### config.mk
export PLATFORM = sky130hd
export DESIGN_NAME = fifo_mult_sequencer_flat
export DESIGN_NICKNAME = d
export VERILOG_FILES = /design/src/rtl/fifo_mult_sequencer_pkg.sv /design/src/rtl/fifo_mult_sequencer_if.sv /design/src/rtl/fifo_mult_sequencer.sv /design/src/flat_wrapper.sv
export SDC_FILE = /design/constraint.sdc
export NUM_CORES = 1
export LEC_CHECK = 0
export ABC_CLOCK_PERIOD_IN_PS = 1800
export CAP_MARGIN = 20
export CORE_AREA = 2 2 695 697
export CTS_CLUSTER_DIAMETER = 120
export CTS_CLUSTER_SIZE = 40
export DETAILED_ROUTE_END_ITERATION = 10
export DIE_AREA = 0 0 697 699
export GPL_ROUTABILITY_DRIVEN = 0
export SLEW_MARGIN = 15
export SYNTH_ARGS = -nofsm -noshare
export SYNTH_HDL_FRONTEND = slang
export SYNTH_SLANG_ARGS = --single-unit
### constraint.sdc
create_clock -name clk -period 1.8 [get_ports clk]
set_input_delay 0.54 -clock clk [delete_from_list [all_inputs] [get_ports clk]]
set_output_delay 0.54 -clock clk [all_outputs]
set_load 0.05 [all_outputs]
### src/rtl/fifo_mult_sequencer_pkg.sv
// rtl/fifo_mult_sequencer_pkg.sv - opcodes, FSM states and default widths for the FIFO multiplier sequencer
package fifo_seq_pkg;

  localparam int DATA_W = 256;
  localparam int OP_W   = 2;
  localparam int CNT_W  = 32;

  localparam logic [OP_W-1:0] OP_NOP = 2'd0;
  localparam logic [OP_W-1:0] OP_MUL = 2'd1;
  localparam logic [OP_W-1:0] OP_SQR = 2'd2;
  localparam logic [OP_W-1:0] OP_RSV = 2'd3;

  typedef enum logic [2:0] {
    ST_IDLE      = 3'd0,
    ST_CMD_WAIT  = 3'd1,
    ST_OPS_REQ   = 3'd2,
    ST_OPS_WAIT  = 3'd3,
    ST_START     = 3'd4,
    ST_WAIT_DONE = 3'd5,
    ST_PUSH      = 3'd6
  } seq_state_t;

  // Only MUL and SQR launch the multiplier; everything else retires without touching A/B/C.
  function automatic logic op_launches(input logic [OP_W-1:0] op);
    return (op == OP_MUL) || (op == OP_SQR);
  endfunction

endpackage

### src/rtl/fifo_mult_sequencer_if.sv
// rtl/fifo_mult_sequencer_if.sv - FIFO A/B/C/D and multiplier handshake bundle for the sequencer
interface fifo_mult_sequencer_if #(
  parameter int DATA_W = 256
) ();

  logic              fifo_d_empty;
  logic              fifo_d_rd_en;
  logic [DATA_W-1:0] fifo_d_data;

  logic              fifo_a_empty;
  logic              fifo_a_rd_en;
  logic [DATA_W-1:0] fifo_a_data;

  logic              fifo_b_empty;
  logic              fifo_b_rd_en;
  logic [DATA_W-1:0] fifo_b_data;

  logic              fifo_c_full;
  logic              fifo_c_wr_en;
  logic [DATA_W-1:0] fifo_c_data;

  logic              mul_start;
  logic [DATA_W-1:0] mul_op_a;
  logic [DATA_W-1:0] mul_op_b;
  logic              mul_done;
  logic [DATA_W-1:0] mul_result;

  // master: the sequencer; slave: FIFO block plus multiplier core
  modport master (
    input  fifo_d_empty, fifo_d_data,
    input  fifo_a_empty, fifo_a_data,
    input  fifo_b_empty, fifo_b_data,
    input  fifo_c_full,
    input  mul_done, mul_result,
    output fifo_d_rd_en, fifo_a_rd_en, fifo_b_rd_en,
    output fifo_c_wr_en, fifo_c_data,
    output mul_start, mul_op_a, mul_op_b
  );

  modport slave (
    output fifo_d_empty, fifo_d_data,
    output fifo_a_empty, fifo_a_data,
    output fifo_b_empty, fifo_b_data,
    output fifo_c_full,
    output mul_done, mul_result,
    input  fifo_d_rd_en, fifo_a_rd_en, fifo_b_rd_en,
    input  fifo_c_wr_en, fifo_c_data,
    input  mul_start, mul_op_a, mul_op_b
  );

endinterface

### src/rtl/fifo_mult_sequencer.sv
// rtl/fifo_mult_sequencer.sv - pops D/A/B, runs the multiplier, pushes C; FIFO_SEQ_PERF_CNT_EN adds op_count
module fifo_mult_sequencer
  import fifo_seq_pkg::*;
#(
  parameter int Data = DATA_W,
  parameter int OPW  = OP_W,
  parameter int CNTW = CNT_W
) (
  input  logic                  clk,
  input  logic                  rst_n,
  fifo_mult_sequencer_if.master bus,
  output logic                  busy,
  output logic                  bad_op
`ifdef FIFO_SEQ_PERF_CNT_EN
  ,
  output logic [CNTW-1:0]       op_count
`endif
);

  seq_state_t r_state;
  seq_state_t w_state_nxt;

  logic            r_is_mul;
  logic            r_bad_op;
  logic [Data-1:0] r_op_a;
  logic [Data-1:0] r_op_b;
  logic [Data-1:0] r_result;

  logic            w_d_rd;
  logic            w_a_rd;
  logic            w_b_rd;
  logic            w_c_wr;
  logic            w_start;
  logic            w_ops_ready;
  logic [OPW-1:0]  w_opcode;
  logic            w_unused_cmd;

  assign w_opcode     = bus.fifo_d_data[OPW-1:0];
  assign w_unused_cmd = ^bus.fifo_d_data[Data-1:OPW];
  assign w_ops_ready  = !bus.fifo_a_empty && (!r_is_mul || !bus.fifo_b_empty);

  always_ff @(posedge clk or negedge rst_n) begin
    if (!rst_n) begin
      r_state <= ST_IDLE;
    end else begin
      r_state <= w_state_nxt;
    end
  end

  always_comb begin
    w_state_nxt = r_state;
    w_d_rd      = 1'b0;
    w_a_rd      = 1'b0;
    w_b_rd      = 1'b0;
    w_c_wr      = 1'b0;
    w_start     = 1'b0;
    case (r_state)
      ST_IDLE: begin
        if (!bus.fifo_d_empty) begin
          w_d_rd      = 1'b1;
          w_state_nxt = ST_CMD_WAIT;
        end
      end
      ST_CMD_WAIT: begin
        w_state_nxt = op_launches(w_opcode) ? ST_OPS_REQ : ST_IDLE;
      end
      ST_OPS_REQ: begin
        if (w_ops_ready) begin
          w_a_rd      = 1'b1;
          w_b_rd      = r_is_mul;
          w_state_nxt = ST_OPS_WAIT;
        end
      end
      ST_OPS_WAIT: begin
        w_state_nxt = ST_START;
      end
      ST_START: begin
        w_start     = 1'b1;
        w_state_nxt = ST_WAIT_DONE;
      end
      ST_WAIT_DONE: begin
        if (bus.mul_done) begin
          w_state_nxt = ST_PUSH;
        end
      end
      ST_PUSH: begin
        if (!bus.fifo_c_full) begin
          w_c_wr      = 1'b1;
          w_state_nxt = ST_IDLE;
        end
      end
      default: begin
        w_state_nxt = ST_IDLE;
      end
    endcase
  end

  always_ff @(posedge clk or negedge rst_n) begin
    if (!rst_n) begin
      r_is_mul <= 1'b0;
      r_bad_op <= 1'b0;
      r_op_a   <= '0;
      r_op_b   <= '0;
      r_result <= '0;
    end else begin
      if (r_state == ST_CMD_WAIT) begin
        r_is_mul <= (w_opcode == OP_MUL);
        if (w_opcode == OP_RSV) begin
          r_bad_op <= 1'b1;
        end
      end
      // SQR feeds operand A to both multiplier inputs
      if (r_state == ST_OPS_WAIT) begin
        r_op_a <= bus.fifo_a_data;
        r_op_b <= r_is_mul ? bus.fifo_b_data : bus.fifo_a_data;
      end
      if ((r_state == ST_WAIT_DONE) && bus.mul_done) begin
        r_result <= bus.mul_result;
      end
    end
  end

`ifdef FIFO_SEQ_PERF_CNT_EN
  logic [CNTW-1:0] r_op_count;

  always_ff @(posedge clk or negedge rst_n) begin
    if (!rst_n) begin
      r_op_count <= '0;
    end else if (w_c_wr) begin
      r_op_count <= r_op_count + CNTW'(1);
    end
  end

  assign op_count = r_op_count;
`endif

  // The D pop is the only strobe reachable from IDLE; hold it low while reset is asserted.
  assign bus.fifo_d_rd_en = w_d_rd & rst_n;
  assign bus.fifo_a_rd_en = w_a_rd;
  assign bus.fifo_b_rd_en = w_b_rd;
  assign bus.fifo_c_wr_en = w_c_wr;
  assign bus.fifo_c_data  = r_result;
  assign bus.mul_start    = w_start;
  assign bus.mul_op_a     = r_op_a;
  assign bus.mul_op_b     = r_op_b;

  assign busy   = (r_state != ST_IDLE);
  assign bad_op = r_bad_op;

endmodule
### src/flat_wrapper.sv
// flat-port wrapper written by rule: the top's interface ports become plain ports
module fifo_mult_sequencer_flat import fifo_seq_pkg::*;
#(
  parameter int Data = DATA_W,
  parameter int OPW  = OP_W,
  parameter int CNTW = CNT_W
)
  (clk, rst_n, busy, bad_op, bus_fifo_d_empty, bus_fifo_d_data, bus_fifo_a_empty, bus_fifo_a_data, bus_fifo_b_empty, bus_fifo_b_data, bus_fifo_c_full, bus_mul_done, bus_mul_result, bus_fifo_d_rd_en, bus_fifo_a_rd_en, bus_fifo_b_rd_en, bus_fifo_c_wr_en, bus_fifo_c_data, bus_mul_start, bus_mul_op_a, bus_mul_op_b);
  fifo_mult_sequencer_if bus_i ();
  input  logic clk;
  input  logic rst_n;
  output logic busy;
  output logic bad_op;
  input wire logic [$bits(bus_i.fifo_d_empty)-1:0] bus_fifo_d_empty;
  input wire logic [$bits(bus_i.fifo_d_data)-1:0] bus_fifo_d_data;
  input wire logic [$bits(bus_i.fifo_a_empty)-1:0] bus_fifo_a_empty;
  input wire logic [$bits(bus_i.fifo_a_data)-1:0] bus_fifo_a_data;
  input wire logic [$bits(bus_i.fifo_b_empty)-1:0] bus_fifo_b_empty;
  input wire logic [$bits(bus_i.fifo_b_data)-1:0] bus_fifo_b_data;
  input wire logic [$bits(bus_i.fifo_c_full)-1:0] bus_fifo_c_full;
  input wire logic [$bits(bus_i.mul_done)-1:0] bus_mul_done;
  input wire logic [$bits(bus_i.mul_result)-1:0] bus_mul_result;
  output wire logic [$bits(bus_i.fifo_d_rd_en)-1:0] bus_fifo_d_rd_en;
  output wire logic [$bits(bus_i.fifo_a_rd_en)-1:0] bus_fifo_a_rd_en;
  output wire logic [$bits(bus_i.fifo_b_rd_en)-1:0] bus_fifo_b_rd_en;
  output wire logic [$bits(bus_i.fifo_c_wr_en)-1:0] bus_fifo_c_wr_en;
  output wire logic [$bits(bus_i.fifo_c_data)-1:0] bus_fifo_c_data;
  output wire logic [$bits(bus_i.mul_start)-1:0] bus_mul_start;
  output wire logic [$bits(bus_i.mul_op_a)-1:0] bus_mul_op_a;
  output wire logic [$bits(bus_i.mul_op_b)-1:0] bus_mul_op_b;
  assign bus_i.fifo_d_empty = bus_fifo_d_empty;
  assign bus_i.fifo_d_data = bus_fifo_d_data;
  assign bus_i.fifo_a_empty = bus_fifo_a_empty;
  assign bus_i.fifo_a_data = bus_fifo_a_data;
  assign bus_i.fifo_b_empty = bus_fifo_b_empty;
  assign bus_i.fifo_b_data = bus_fifo_b_data;
  assign bus_i.fifo_c_full = bus_fifo_c_full;
  assign bus_i.mul_done = bus_mul_done;
  assign bus_i.mul_result = bus_mul_result;
  assign bus_fifo_d_rd_en = bus_i.fifo_d_rd_en;
  assign bus_fifo_a_rd_en = bus_i.fifo_a_rd_en;
  assign bus_fifo_b_rd_en = bus_i.fifo_b_rd_en;
  assign bus_fifo_c_wr_en = bus_i.fifo_c_wr_en;
  assign bus_fifo_c_data = bus_i.fifo_c_data;
  assign bus_mul_start = bus_i.mul_start;
  assign bus_mul_op_a = bus_i.mul_op_a;
  assign bus_mul_op_b = bus_i.mul_op_b;
  fifo_mult_sequencer #(.Data(Data), .OPW(OPW), .CNTW(CNTW)) u_core (.clk(clk), .rst_n(rst_n), .bus(bus_i), .busy(busy), .bad_op(bad_op));
endmodule
==> results.tsv, run 1 <==
metric	value	unit
yosysWarnings	0	
maxSlewViolCount	0	
rsz0062_at_grt	yes	
syn_avg_cell_area	14.4	µm²
initial_core_util	6.66	%
ys_types	30	
synth-simple-area-share	3.34	%
portBuffers	1551	
synth.largest_area_cell	dfrtp_1	
insertion_delay	770	ps
crit_required	1260	ps
p_leak	29.7	nW
rrSetupSlack	-400	ps
min_period_over_period	152	%
cts_tree	built	
n_fill_cell	53200	
cts_max_level	2	
synth_mux_area_share	29.0	%
power.internal	80.2	mW
met3_length	40800	µm
reg2regPathDepth	10	
arrival	2190	ps
worstHoldStart	bus_mul_result[248]	
worst_pin_slew	1050	ps
yosysSeqAreaShare	60.5	%
synthXorXnorAreaFrac	0	%
ant_nets	0	
synth_area	32000	µm²
power.density	2290	nW/µm²
yosys.area.top_type_share	60.5	%
rows	255	
fmax	0.366	GHz
drtPass1Iterations	5	
clockBufferDepth	3	
fin_crit	2730	ps
fin_cells	10700	
nets	5234	
syn_nets	3258	
status	complete, but fails checks	
synth_top_family_by_area	multiplexers	
drive_above_1_share	44.4	%
antenna_found_initial	232	
viasPerCell	2.60	
mostFrequentLayoutCells	775 x clkdlybuf4s50_1, 681 x buf_12, 673 x dfrtp_1	
synth_compound_area_share	4.19	%
drcViolationCount	0	
synth_seq_cells	773	
hold_viol	0	
drv_cap	0	
multi_input_area	12300	µm²
seqPwrFrac	23.0	%
pin_count	1806	
dp_hpwl	264000	µm
cp-end-kind	primary output	
drt_iter0_drc	1988	
hold_class	in -> reg	
met1_length	121000	µm
fp.dieH	699	µm
clockRootBuffer	clkbuf_16	
netlist_top_cells_area	dfrtp_1 60%, mux2_4 12%, mux2_1 9.3%, mux2i_1 8.0%, o21ai_1 4.0%	
wl_per_cell	28.8	µm
timing.rr.end	u_core.bus.fifo_c_data[193]	
startpoint_type	flip-flop	
area_growth	119	%
post-route-util	14.6	%
max_slew_margin	30.2	%
grt_pass1_wl	368000	µm
whs_path_depth	2	
r2r-start	u_core.r_state[2]	
die_area	487000	µm²
critPathKind	reg -> out	
grt_max_degree	127	
highest_layer	met5	
setup-violations-final	1536	
whs_endpoint	u_core.bus.fifo_c_data[248]	
grt_pass1_vias	27800	
final_area	70100	µm²
place_inst	10200	
core	480000	µm²
cts_buffers	40	
synth_cells	2225	
vdd.ir_drop.worst	0.00117	V
met2_length	134000	µm
netSwitchingPower	80.4	mW
vias	27900	
wirelength	309000	µm
clkSlewWorstSetupHoldPaths	150	ps
p_comb_share	68.6	%
sw_frac_of_total	50.1	%
die_x	697	µm
overflow	0	
final_common_cell	clkdlybuf4s50_1	
cts_sinks	773	
synthAdderAreaFrac	0.0782	%
clock-skew-final	79.3	ps
violations	setup timing	
final.setup.worst_slack	-933	ps
place_area	62500	µm²
grt_usage	12.0	%
ff_latch_area	19500	µm²
path_max_fanout	2	
power.share.clock	8.4	%
==> cell usage after synthesis <==
cell type	count
or3_1	1
mux2i_1	256
nor3b_1	2
a2bb2oi_1	1
ha_1	2
mux2_4	247
o21ai_0	1
a21boi_0	1
mux2_2	1
a21oi_1	2
nand2b_1	2
buf_2	75
buf_6	28
nand4b_4	1
nand2_1	256
nor3_1	1
nor2_1	2
o21ai_1	257
nand3b_4	1
buf_4	16
dfrtp_1	773
or4b_1	1
buf_8	2
o22ai_1	1
o21bai_1	1
clkbuf_1	24
nor4b_1	1
a21o_1	1
inv_1	3
mux2_1	265
==> routing by layer <==
layer	vias to the layer above	GRT usage, %
li1	11800	-
met5	-	0.235
met2	1524	18.3
met4	114	4.38
met3	515	7.09
met1	13900	13.9
==> worst max-delay path, cell delays in order, from the launching register on <==
cell and delay (ps):
dfrtp_1 430, or4b_4 570, nor3b_4 250, buf_12 170
==> timing repair <==
| action | 4_1_cts | 5_1_grt |
|---|---|---|
| setup buffers | 210 | 68 |
| gates cloned | 34 | 32 |
| setup endpoints to repair | 1217 | 1721 |
| pin swaps | 4 | 8 |
| gates resized for setup | 298 | 258 |
| hold endpoints to repair | 40 | 0 |
| hold buffers | 1 | 0 |
==> sequential cells by signal (all words and copies together) (netlist names) <==
register and count:
u_core.bus.fifo_c_data 256, u_core.bus.mul_op_a 256, u_core.bus.mul_op_b 256, u_core.r_state 3
u_core.bad_op 1, u_core.r_is_mul 1
==> through the flow <==
step / setup TNS, ps / total power, mW / hold slack [ps] / setup WS [ps]
5_1_grt: -410280 / 167 / 239 / -1040
3_5_place_dp: -152190 / 139 / 475 / -669
6_report: -283020 / 161 / 310 / -933
4_1_cts: -306990 / 160 / 195 / -1090
2_1_floorplan: -949 / 77.0 / 244 / -323
3_3_place_gp: -149980 / 139 / 475 / -674
==> power groups by stage <==
stage / registers, mW / logic [mW] / clock network (mW)
finish: 36.9 / 110 / 13.5
global route: 37.9 / 114 / 14.7
CTS: 36.7 / 109 / 14.2
detailed placement: 36.6 / 103 / 0
global placement: 36.4 / 103 / 0
floorplan: 61.5 / 15.5 / 0
==> layout make-up <==
class | count | share of cell area (%)
repair buffers | 2079 | 40.5
flip-flops and latches | 773 | 27.8
multi-input cells | 1304 | 17.5
well taps | 6425 | 11.5
clock buffers | 42 | 1.47
clock inverters | 32 | 1.03
diodes | 56 | 0.200
inverters | 3 | 0.0232
==> worst max-delay path by stage <==
stage                  endpoint  slack (ps)               from
5_1_grt        bus_fifo_d_rd_en       -1040  u_core.r_state[2]
6_report       bus_fifo_b_rd_en        -930  u_core.r_state[2]
4_1_cts        bus_fifo_d_rd_en       -1090  u_core.r_state[2]
3_5_place_dp   bus_fifo_b_rd_en        -670   bus_fifo_a_empty
3_3_place_gp   bus_fifo_b_rd_en        -670   bus_fifo_a_empty
2_1_floorplan  bus_fifo_b_rd_en        -320  u_core.r_state[0]
==> kinds of logic (layout without fill, tap and decap cells) <==
family | Yosys count | after routing
compound gates | 265 | 265
fa+ha+maj | 2 | 2
buf+inv | 148 | 2156
flops | 773 | 773
mux | 769 | 769
other cells | 0 | 56
simple gates | 268 | 268
(Power assumes the default switching activity.)
==> run 2: changes to the inputs <==
CTS_CLUSTER_DIAMETER = 200   (was 120)
==> run 2 against run 1 <==
  * The flow still finishes with violations (setup timing)
  * Die area did not move
  * Non-clock buffer count decreased by 53
  * Hold slack got worse by 67 ps
  * Worst setup slack got worse by 50 ps
  * Fmax fell by 1.8%
  * Register-to-register slack got worse by 60 ps
  * Sequential share of layout area up 1.0 points
  * Cell count fell by 0.77%
  * Count of clock-buffer cells in the layout fell by 10
  * Sequential cell count unchanged
  * Critical path type unchanged
==> results.tsv, run 2 (synthesized netlist as in run 1, its figures left out) <==
metric	value	unit
cts_tree	built	
crit_required	1260	ps
startpoint_type	flip-flop	
cts_buffers	30	
fp.dieH	699	µm
die_area	487000	µm²
nets	5171	
ant_nets	0	
holdWs	243	ps
clkSlewWorstSetupHoldPaths	170	ps
p_leak	28.3	nW
crit_slowest_cell	or4b_4	
cts_max_level	1	
path_cells	or4b_4 -> nor3b_4 -> buf_12	
min_period_over_period	155	%
vdd.ir_drop.worst	0.00115	V
clockRootBuffer	clkbuf_16	
max_slew_margin	30.8	%
multi_input_area	12000	µm²
viasPerCell	2.56	
maxSlewViolCount	0	
grt_pass1_wl	362000	µm
hold_class	in -> reg	
insertion_delay	880	ps
core	480000	µm²
clock-skew-final	65.4	ps
crit_family	simple AND/OR/NAND/NOR gates	
vias	27300	
cp_slowest_stage_delay	570	ps
pin_count	1806	
post-route-util	14.1	%
portBuffers	1551	
wirelength	303000	µm
antenna_found_initial	238	
drtPass1Iterations	4	
die_x	697	µm
fin_cells	10600	
grt_max_degree	127	
path_max_fanout	2	
drt_iter0_drc	1726	
critPathKind	reg -> out	
final_common_cell	clkdlybuf4s50_1	
grt_pass1_vias	27100	
cts_sinks	773	
drcViolationCount	0	
violations	setup timing	
rows	255	
worst_pin_slew	1040	ps
critical_path_buf_inv_count	1	
initial_core_util	6.66	%
fin_crit	2780	ps
drv_cap	0	
place_inst	10200	
fin_tns_setup	-375060	ps
ff_latch_area	19500	µm²
drive_above_1_share	41.1	%
wl_per_cell	28.5	µm
rsz0062_at_grt	yes	
n_fill_cell	53400	
fmax	0.359	GHz
clockBufferDepth	3	
power.density	2290	nW/µm²
mostFrequentLayoutCells	775 x clkdlybuf4s50_1, 674 x dfrtp_1, 670 x buf_12	
hold_viol	0	
arrival	2240	ps
dp_hpwl	264000	µm
grt_usage	11.8	%
cp-end-kind	primary output	
area_growth	112	%
setup-violations-final	1551	
overflow	0	
final.setup.worst_slack	-983	ps
status	complete, but fails checks	
-- run 2: changes by cell type in the layout (fill, tap and decap cells not counted), sizes merged, moves of 3 or more --
| cell | delta |
|---|---|
| buf | -34 |
| diode | -3 |
| clkbuf | -27 |
| clkinv | -6 |
| inv | -9 |
-- run 2: per-stage QoR --
stage               power (mW)  setup WS, ps  area, µm²
floorplan                 77.0          -323      32000
global placement           139          -674      62500
detailed placement         139          -669      62500
CTS                        156         -1150      66100
global route               161         -1110      67600
finish                     155          -983      67700
-- run 2: metal layers --
layer	up-vias	routed length [µm]	track usage, %
met5	-	657	0.00980
met3	498	39800	7.01
met2	1457	131000	17.9
li1	11600	-	-
met4	102	13200	4.13
met1	13600	119000	13.6
-- run 2: where the power goes --
group / switching [mW] / internal [mW] / total, mW
Combinational: 60.8 / 46.8 / 108
Sequential: 10.5 / 26.4 / 36.8
Clock: 7.13 / 3.39 / 10.5
Total: 78.5 / 76.6 / 155
-- run 2: area by class of cell --
type | instances | area share (%)
flip-flops and latches | 773 | 28.8
well taps | 6425 | 11.9
multi-input cells | 1304 | 17.7
repair buffers | 2026 | 39.8
inverters | 3 | 0.0240
diodes | 53 | 0.196
clock buffers | 32 | 1.12
clock inverters | 15 | 0.497
-- run 2: worst reg2reg max path, stage by stage (launching register included) --
cell	delay, ps
dfrtp_1	430
buf_6	120
buf_4	120
buf_8	130
buf_4	130
buf_6	110
nand4b_4	80
buf_12	170
buf_12	330
buf_12	250
mux2_1	350
-- run 2: timing repair --
item / 4_1_cts / 5_1_grt
buffers inserted: 185 / 73
hold endpoints to repair: 73 / 0
setup endpoints to repair: 1151 / 1564
hold buffers: 1 / 0
cloned: 10 / 18
pin swaps: 4 / 12
resized for setup: 250 / 122
-- run 2: final timing paths --
path                                                to                      from  cells after the start  slack (ps)
setup reg to reg           u_core.bus.fifo_c_data[111]         u_core.r_state[2]                     10        -460
hold / removal              u_core.bus.fifo_c_data[55]        bus_mul_result[55]                      2         240
hold reg to reg               u_core.bus.mul_op_b[135]  u_core.bus.mul_op_b[135]                      2         530
max in group asynchronous     u_core.bus.mul_op_b[255]                     rst_n                      4         -40
setup / recovery                      bus_fifo_b_rd_en         u_core.r_state[2]                      3        -980
min in group asynchronous      u_core.bus.mul_op_b[75]                     rst_n                      4         850
